--- src/rtl/hazard_tracker.sv ---
// Decode-side hazard controller: tracks in-flight GRF producers and the mult/div
// busy window, producing the stall request and per-read-port forwarding selects.
module hazard_tracker #(
  parameter int NUM_READ    = 2,
  parameter int NUM_SLOT    = 3,
  parameter int MULT_CYCLES = 5,
  parameter int DIV_CYCLES  = 10,
  parameter int CNT_W       = 4
) (
  input  logic                  clk,
  input  logic                  reset,
  input  logic                  dec_valid,
  input  logic [NUM_READ*5-1:0] dec_read_addr,
  input  logic [NUM_READ*2-1:0] dec_read_stage,
  input  logic [4:0]            dec_write_addr,
  input  logic [1:0]            dec_write_stage,
  input  logic                  dec_md_start,
  input  logic                  dec_md_is_div,
  input  logic                  dec_md_use,
  output logic                  stall,
  output logic [NUM_READ*2-1:0] fwd_sel,
  output logic                  md_busy
);

  // Slot index j holds the producer that is j+1 stages past decode.
  logic [NUM_SLOT-1:0] r_slot_valid;
  logic [4:0]          r_slot_addr   [NUM_SLOT];
  logic [1:0]          r_slot_wstage [NUM_SLOT];
  logic [CNT_W-1:0]    r_md_cnt;

  logic [NUM_READ-1:0]   w_port_haz;
  logic [NUM_READ*2-1:0] w_port_fwd;
  logic                  w_md_busy;
  logic                  w_md_haz;
  logic                  w_stall;

  // Youngest-match search per read port and its readiness test.
  always_comb begin
    logic [4:0] w_ra;
    logic [1:0] w_rs;
    logic [1:0] w_k;
    logic [1:0] w_ws;
    logic       w_hit;
    logic       w_m;
    w_port_haz = '0;
    w_port_fwd = '0;
    w_ra  = 5'd0;
    w_rs  = 2'd0;
    w_k   = 2'd0;
    w_ws  = 2'd0;
    w_hit = 1'b0;
    w_m   = 1'b0;
    for (int i = 0; i < NUM_READ; i++) begin
      w_ra  = dec_read_addr[5*i +: 5];
      w_rs  = dec_read_stage[2*i +: 2];
      w_hit = 1'b0;
      w_k   = 2'd0;
      w_ws  = 2'd0;
      // Scan oldest to youngest so the youngest match overwrites older ones.
      for (int j = NUM_SLOT - 1; j >= 0; j--) begin
        w_m   = r_slot_valid[j] && (r_slot_addr[j] == w_ra) &&
                (w_ra != 5'd0) && (w_rs != 2'd3);
        w_hit = w_hit | w_m;
        w_k   = w_m ? 2'(j + 1) : w_k;
        w_ws  = w_m ? r_slot_wstage[j] : w_ws;
      end
      if (w_hit && (({1'b0, w_k} + {1'b0, w_rs}) <= {1'b0, w_ws})) begin
        w_port_haz[i] = 1'b1;
      end else begin
        w_port_fwd[2*i +: 2] = w_k;
      end
    end
  end

  assign w_md_busy = (r_md_cnt != {CNT_W{1'b0}});
  assign w_md_haz  = dec_valid && (dec_md_start || dec_md_use) && w_md_busy;
  assign w_stall   = dec_valid && ((|w_port_haz) || w_md_haz);

  assign stall   = w_stall;
  assign fwd_sel = w_stall ? {(NUM_READ*2){1'b0}} : w_port_fwd;
  assign md_busy = w_md_busy;

  // Producer scoreboard: a stalled or invalid decode inserts a bubble.
  always_ff @(posedge clk or posedge reset) begin
    if (reset) begin
      r_slot_valid <= '0;
      for (int j = 0; j < NUM_SLOT; j++) begin
        r_slot_addr[j]   <= 5'd0;
        r_slot_wstage[j] <= 2'd0;
      end
    end else begin
      r_slot_valid[0]  <= !w_stall && dec_valid && (dec_write_addr != 5'd0);
      r_slot_addr[0]   <= dec_write_addr;
      r_slot_wstage[0] <= dec_write_stage;
      for (int j = 1; j < NUM_SLOT; j++) begin
        r_slot_valid[j]  <= r_slot_valid[j-1];
        r_slot_addr[j]   <= r_slot_addr[j-1];
        r_slot_wstage[j] <= r_slot_wstage[j-1];
      end
    end
  end

  // Mult/div busy counter: issue load beats decrement, saturates at zero.
  always_ff @(posedge clk or posedge reset) begin
    if (reset) begin
      r_md_cnt <= {CNT_W{1'b0}};
    end else if (!w_stall && dec_valid && dec_md_start) begin
      r_md_cnt <= dec_md_is_div ? CNT_W'(DIV_CYCLES) : CNT_W'(MULT_CYCLES);
    end else if (w_md_busy) begin
      r_md_cnt <= r_md_cnt - CNT_W'(1);
    end else begin
      r_md_cnt <= r_md_cnt;
    end
  end

endmodule

--- config.mk ---
export PLATFORM = sky130hd
export DESIGN_NAME = hazard_tracker
export DESIGN_NICKNAME = d
export VERILOG_FILES = /design/src/rtl/hazard_tracker.sv
export SDC_FILE = /design/constraint.sdc
export NUM_CORES = 1
export LEC_CHECK = 0
export ABC_CLOCK_PERIOD_IN_PS = 5800
export BUFFER_PORTS_ARGS = -buffer_cell sky130_fd_sc_hd__buf_2
export CELL_PAD_IN_SITES_DETAIL_PLACEMENT = 2
export CELL_PAD_IN_SITES_GLOBAL_PLACEMENT = 2
export CORE_MARGIN = 2
export CORE_UTILIZATION = 36
export CTS_BUF_LIST = sky130_fd_sc_hd__clkbuf_2 sky130_fd_sc_hd__clkbuf_4 sky130_fd_sc_hd__clkbuf_8
export CTS_CLUSTER_SIZE = 14
export DETAILED_ROUTE_END_ITERATION = 10
export GPL_TIMING_DRIVEN = 1
export PLACE_DENSITY = 0.79
export SYNTH_ARGS = -nofsm -noshare
export SYNTH_HDL_FRONTEND = slang
export SYNTH_SLANG_ARGS = --single-unit
export TNS_END_PERCENT = 10
--- constraint.sdc ---
create_clock -name clk -period 5.8 [get_ports clk]
set_clock_uncertainty 0.05 [all_clocks]
set_input_delay 1.16 -clock clk [delete_from_list [all_inputs] [get_ports clk]]
set_output_delay 1.16 -clock clk [all_outputs]
set_load 0.005 [all_outputs]
Yosys cells after proc, flatten, opt, wreduce, memory -nomap -nowiden:

Cells that the tools add are included.

* output and inout port bits: 6
* bits in registers: 28
* word-level logic and storage cells: 80

* bitwise gates (word level): 4
* add/subtract/negate cells: 3
* equal/unequal tests: 8
* multiplexer cells: 20
* reductions and logical operators: 35
* $lt $le $gt $ge: 2

Operators by type and width (number)
* equality test 5 bit: 6
* two-way mux 2 bit: 14
* logical AND 1 bit: 26
* two-way mux 4 bit: 4
* nonzero test 5 bit: 3
* adder 2 x 2 -> 3 bit: 2
* <= comparator 3 x 2 -> 1 bit: 2
* inequality test 2 bit, second input constant: 2
* OR 1 bit: 4
* nonzero test 4 bit: 1
* subtractor 4 x 1 -> 4 bit, second input constant: 1
* logical OR 1 bit: 2
* two-way mux 1 bit: 2
* nonzero test 2 bit: 1
* OR reduction 2 bit: 1
* logical NOT 1 bit: 1

Depth between registers and ports, before layout:

* depth after elaboration: 18
* mapped depth: 17

Least setup slack after synthesis:

OpenSTA, ideal clock, no wires.

* kind: input to output
* start point: in dec_read_addr[1]
* end point: out fwd_sel[2]
* arrival: 4.150 ns
* stages on the path: 17
* slack: 0.440 ns
* cells stage by stage: or4_1 > o21ai_2 > nor3_1 > nor2b_1 > nor2_1 > inv_1 > ha_1 > inv_1 > fa_1 > inv_1 > ha_1 > nor2b_1 > o21ai_0 > a21o_1 > o41a_1 > a21boi_0 > and2_1

* cells in the longest elaborated chain, start to end: 15
* elaborated cells between the ends (all ways): 29
* those cells by class: add/sub: 1; order compare: 1; eq/ne: 3; mux: 8; bitwise: 2; reduce/logical: 14

Ends and longest elaborated chain
* start: declaration: line 13 `input logic [NUM_READ*5-1:0] dec_read_addr,`
* equality test 5 bit: line 61 `w_m = r_slot_valid[j] && (r_slot_addr[j] == w_ra) &&`
* logical AND 1 bit (2 in series): line 61
* logical AND 1 bit: line 62 `(w_ra != 5'd0) && (w_rs != 2'd3);`
* two-way mux 2 bit (3 in series): line 64 `w_k = w_m ? 2'(j + 1) : w_k;`
* adder 2 x 2 -> 3 bit: line 67 `if (w_hit && (({1'b0, w_k} + {1'b0, w_rs}) <= {1'b0, w_ws})) begin`
* <= comparator 3 x 2 -> 1 bit: line 67
* logical AND 1 bit *: line 67
* two-way mux 1 bit *: line 67
* OR reduction 2 bit *: line 77 `assign w_stall = dec_valid && ((|w_port_haz) || w_md_haz);`
* logical OR 1 bit *: line 77
* logical AND 1 bit *: line 77
* two-way mux 4 bit *: line 80 `assign fwd_sel = w_stall ? {(NUM_READ*2){1'b0}} : w_port_fwd;`
* end: declaration: line 21 `output logic [NUM_READ*2-1:0] fwd_sel,`

Mark *: on every way between the ends. The rest lies on a longest branch, timed or not.

Final worst setup path:

* start point: in dec_read_addr[1]
* end point: out fwd_sel[3]

Same word-level chain as after synthesis.

==> metrics <==
Antenna Cells 0; die area 5180 um^2; fin. max-slew vios 0; site row count 24; Critical Path Start Type input pin; Final period util 99.7%; fin nets 243; gr usage total 19.8%; Place WS -140 ps; Final setup violation count 0; Peak Freq 173 MHz; EDFF count, synth 0; Longest Clk Path Bufs 2; Slew headroom 29.5%; H-tree levels 1; clock edge transition at the registers on the reported setup and hold paths 100 ps; commonest non-fill, non-tap cell in the layout buf_2; clk root buf clkbuf_8; first-pass GRT wire length 7.91 mm; Syn Std Cell Area 1660 um^2; top-level I/O count 33; clock latency on the worst-skew pair 280 ps; Crit. End Element output port; Die X 72.0 um; critical path's largest stage delay 550 ps; DRT Wirelength 4.99 mm; number of synthesized register bits 28; IO buf count 32; area grow syn2layout 26.1%; core area 4410 um^2; R2R Setup Slk 2020 ps; PwrDens 263 nW/um^2; Critical Path RT 4590 ps; Fin Setup TNS 0 ps; slack of the critical path 19.7 ps; Syn Inst Count 160; DR vias 1,315; Worst VDD drop 0.139 mV; number of library cell types mapped by synthesis 35; initial core utilization 37.7%; worst path bufs/invs 5; Die Y 72.0 um; minimum clock period 5780 ps; vias in the first global route 1,581; WS Path Type in -> out; kind of cell adding the most delay to the critical path simple AND/OR/NAND/NOR gates; Multi-input gate area 970 um^2; commonest non-fill, non-tap cells in the layout 32 x buf_2, 28 x dfrtp_1, 23 x xnor2_1; Final Hold Viols 0; CTS tree done; YS warnings 0; global route overflow 0; critical path cell sequence buf_2 -> or4_4 -> o21ai_4 -> nor3_4 -> nor2b_1 -> nor2_1 -> inv_1 -> ha_1 -> inv_1 -> fa_1 -> inv_2 -> ha_4 -> nor2b_2 -> o21ai_2 -> a21o_1 -> o41a_1 -> a21boi_2 -> nor2b_2 -> buf_2; Leakage 0.000953 uW; starting DRC count in detailed routing 36; layout cells sized above 1 29.3%; antenna violations before repair 0; Mapped Nets 197; cts-stage hold buffer count 0; Routed Antenna Nets 0; status finished, final reports clean; Post-DP HPWL 3.83 mm; Critical Path Slowest Stage Cell or4_4; wire per inst 19.4 um; DRC Markers 0; # clock sinks 28; max cap viols 0; ys flop type dfrtp_1; data arrival time of the critical path 4570 ps; CTS Buf Count 3; fillers 486; min-delay worst type reg -> reg; largest net degree at the start of global routing 29; register area 701 um^2; gpl congestion 0.870; Async S/R FF share, synth 100%; Max Fanout on Critical Path 4; Worst Tran Pin Value 1060 ps; RSZ-0062 raised after global routing true; average cell area after synthesis 10.4 um^2; DRT Pass-1 Iters 4; sequential fraction of the synthesis area 42.1%; DR vias/cell 5.12
-- path summary, 6_finish.rpt --
path / from / endpoint / depth (start not counted)
max in group asynchronous: reset / r_slot_wstage[0]$_DFF_PP0_ / 2
hold reg to reg: r_slot_wstage[5]$_DFF_PP0_ / r_slot_wstage[3]$_DFF_PP0_ / 0
min in group asynchronous: reset / r_slot_addr[14]$_DFF_PP0_ / 2
hold / removal: r_slot_wstage[5]$_DFF_PP0_ / r_slot_wstage[3]$_DFF_PP0_ / 0
setup / recovery: dec_read_addr[1] / fwd_sel[3] / 19
setup reg to reg: r_slot_addr[0]$_DFF_PP0_ / r_md_cnt[0]$_DFFE_PP0P_ / 18
-- timing repair --
action                                  4_1_cts  5_1_grt
endpoints found under the setup margin        5        5
gates resized for setup                       4       15
pin swaps                                     0        6
hold endpoints to repair                      0        0
setup buffers                                 1        1
-- through the flow --
stage	instances	utilization (%)	total power, uW	cell area [um^2]	hold slack [ps]
2_1_floorplan	160	-	337	1660	319
3_3_place_gp	251	44.1	375	1950	348
3_5_place_dp	251	44.1	390	1950	357
4_1_cts	256	46.0	546	2030	380
5_1_grt	257	47.5	583	2100	401
6_report	257	47.5	552	2100	375
-- routing by layer --
metal / wire, um / global-route usage (%) / share of wire [%] / vias up
met5: 0 / 0 / 0 / -
met4: 21 / 3.14 / 0.42 / 0
met3: 132 / 1.94 / 2.6 / 2
met2: 2720 / 37.1 / 54 / 22
met1: 2120 / 24.9 / 42 / 655
li1: - / - / - / 636
-- area by class of cell --
class,instances,share of cell area (%)
clock buffer,3,1.97
clock inverter,1,1.43
inverter,14,2.50
multi-input combinational,117,46.2
sequential,28,33.4
tap,52,3.10
timing repair buffer,42,11.4
-- power breakdown --
group / total [uW] / internal (uW) / switching (uW)
clock: 156 / 92.5 / 63.5
sequential: 244 / 221 / 22.9
combinational: 152 / 72.2 / 80.2
total: 552 / 385 / 167
-- kinds of logic after synthesis --
family	Yosys count	synth area share [%]
fa+ha+maj	10	8.42
simple gates	48	16.2
xor+xnor	32	16.8
mux	4	2.41
flops	28	42.1
buf+inv	15	3.38
compound gates	23	10.7
-- cell usage after synthesis (4+ instances only) --
cell / instances / area share, %
nor2b_1: 4 / 1.5
dfrtp_1: 28 / 42
or4_1: 4 / 1.8
mux2i_1: 4 / 2.4
ha_1: 8 / 6.0
nor2_1: 4 / 0.90
nand2_1: 16 / 3.6
xnor2_1: 23 / 12
xor2_1: 9 / 4.7
inv_1: 14 / 3.2
o21ai_0: 8 / 2.4
nor3_1: 6 / 1.8
-- state kept, by name (all words and copies together), names as in the netlist --
signal / count
r_slot_addr: 15
r_slot_wstage: 6
r_md_cnt: 4
r_slot_valid: 3
No activity file was read; power rests on OpenSTA's default activity.
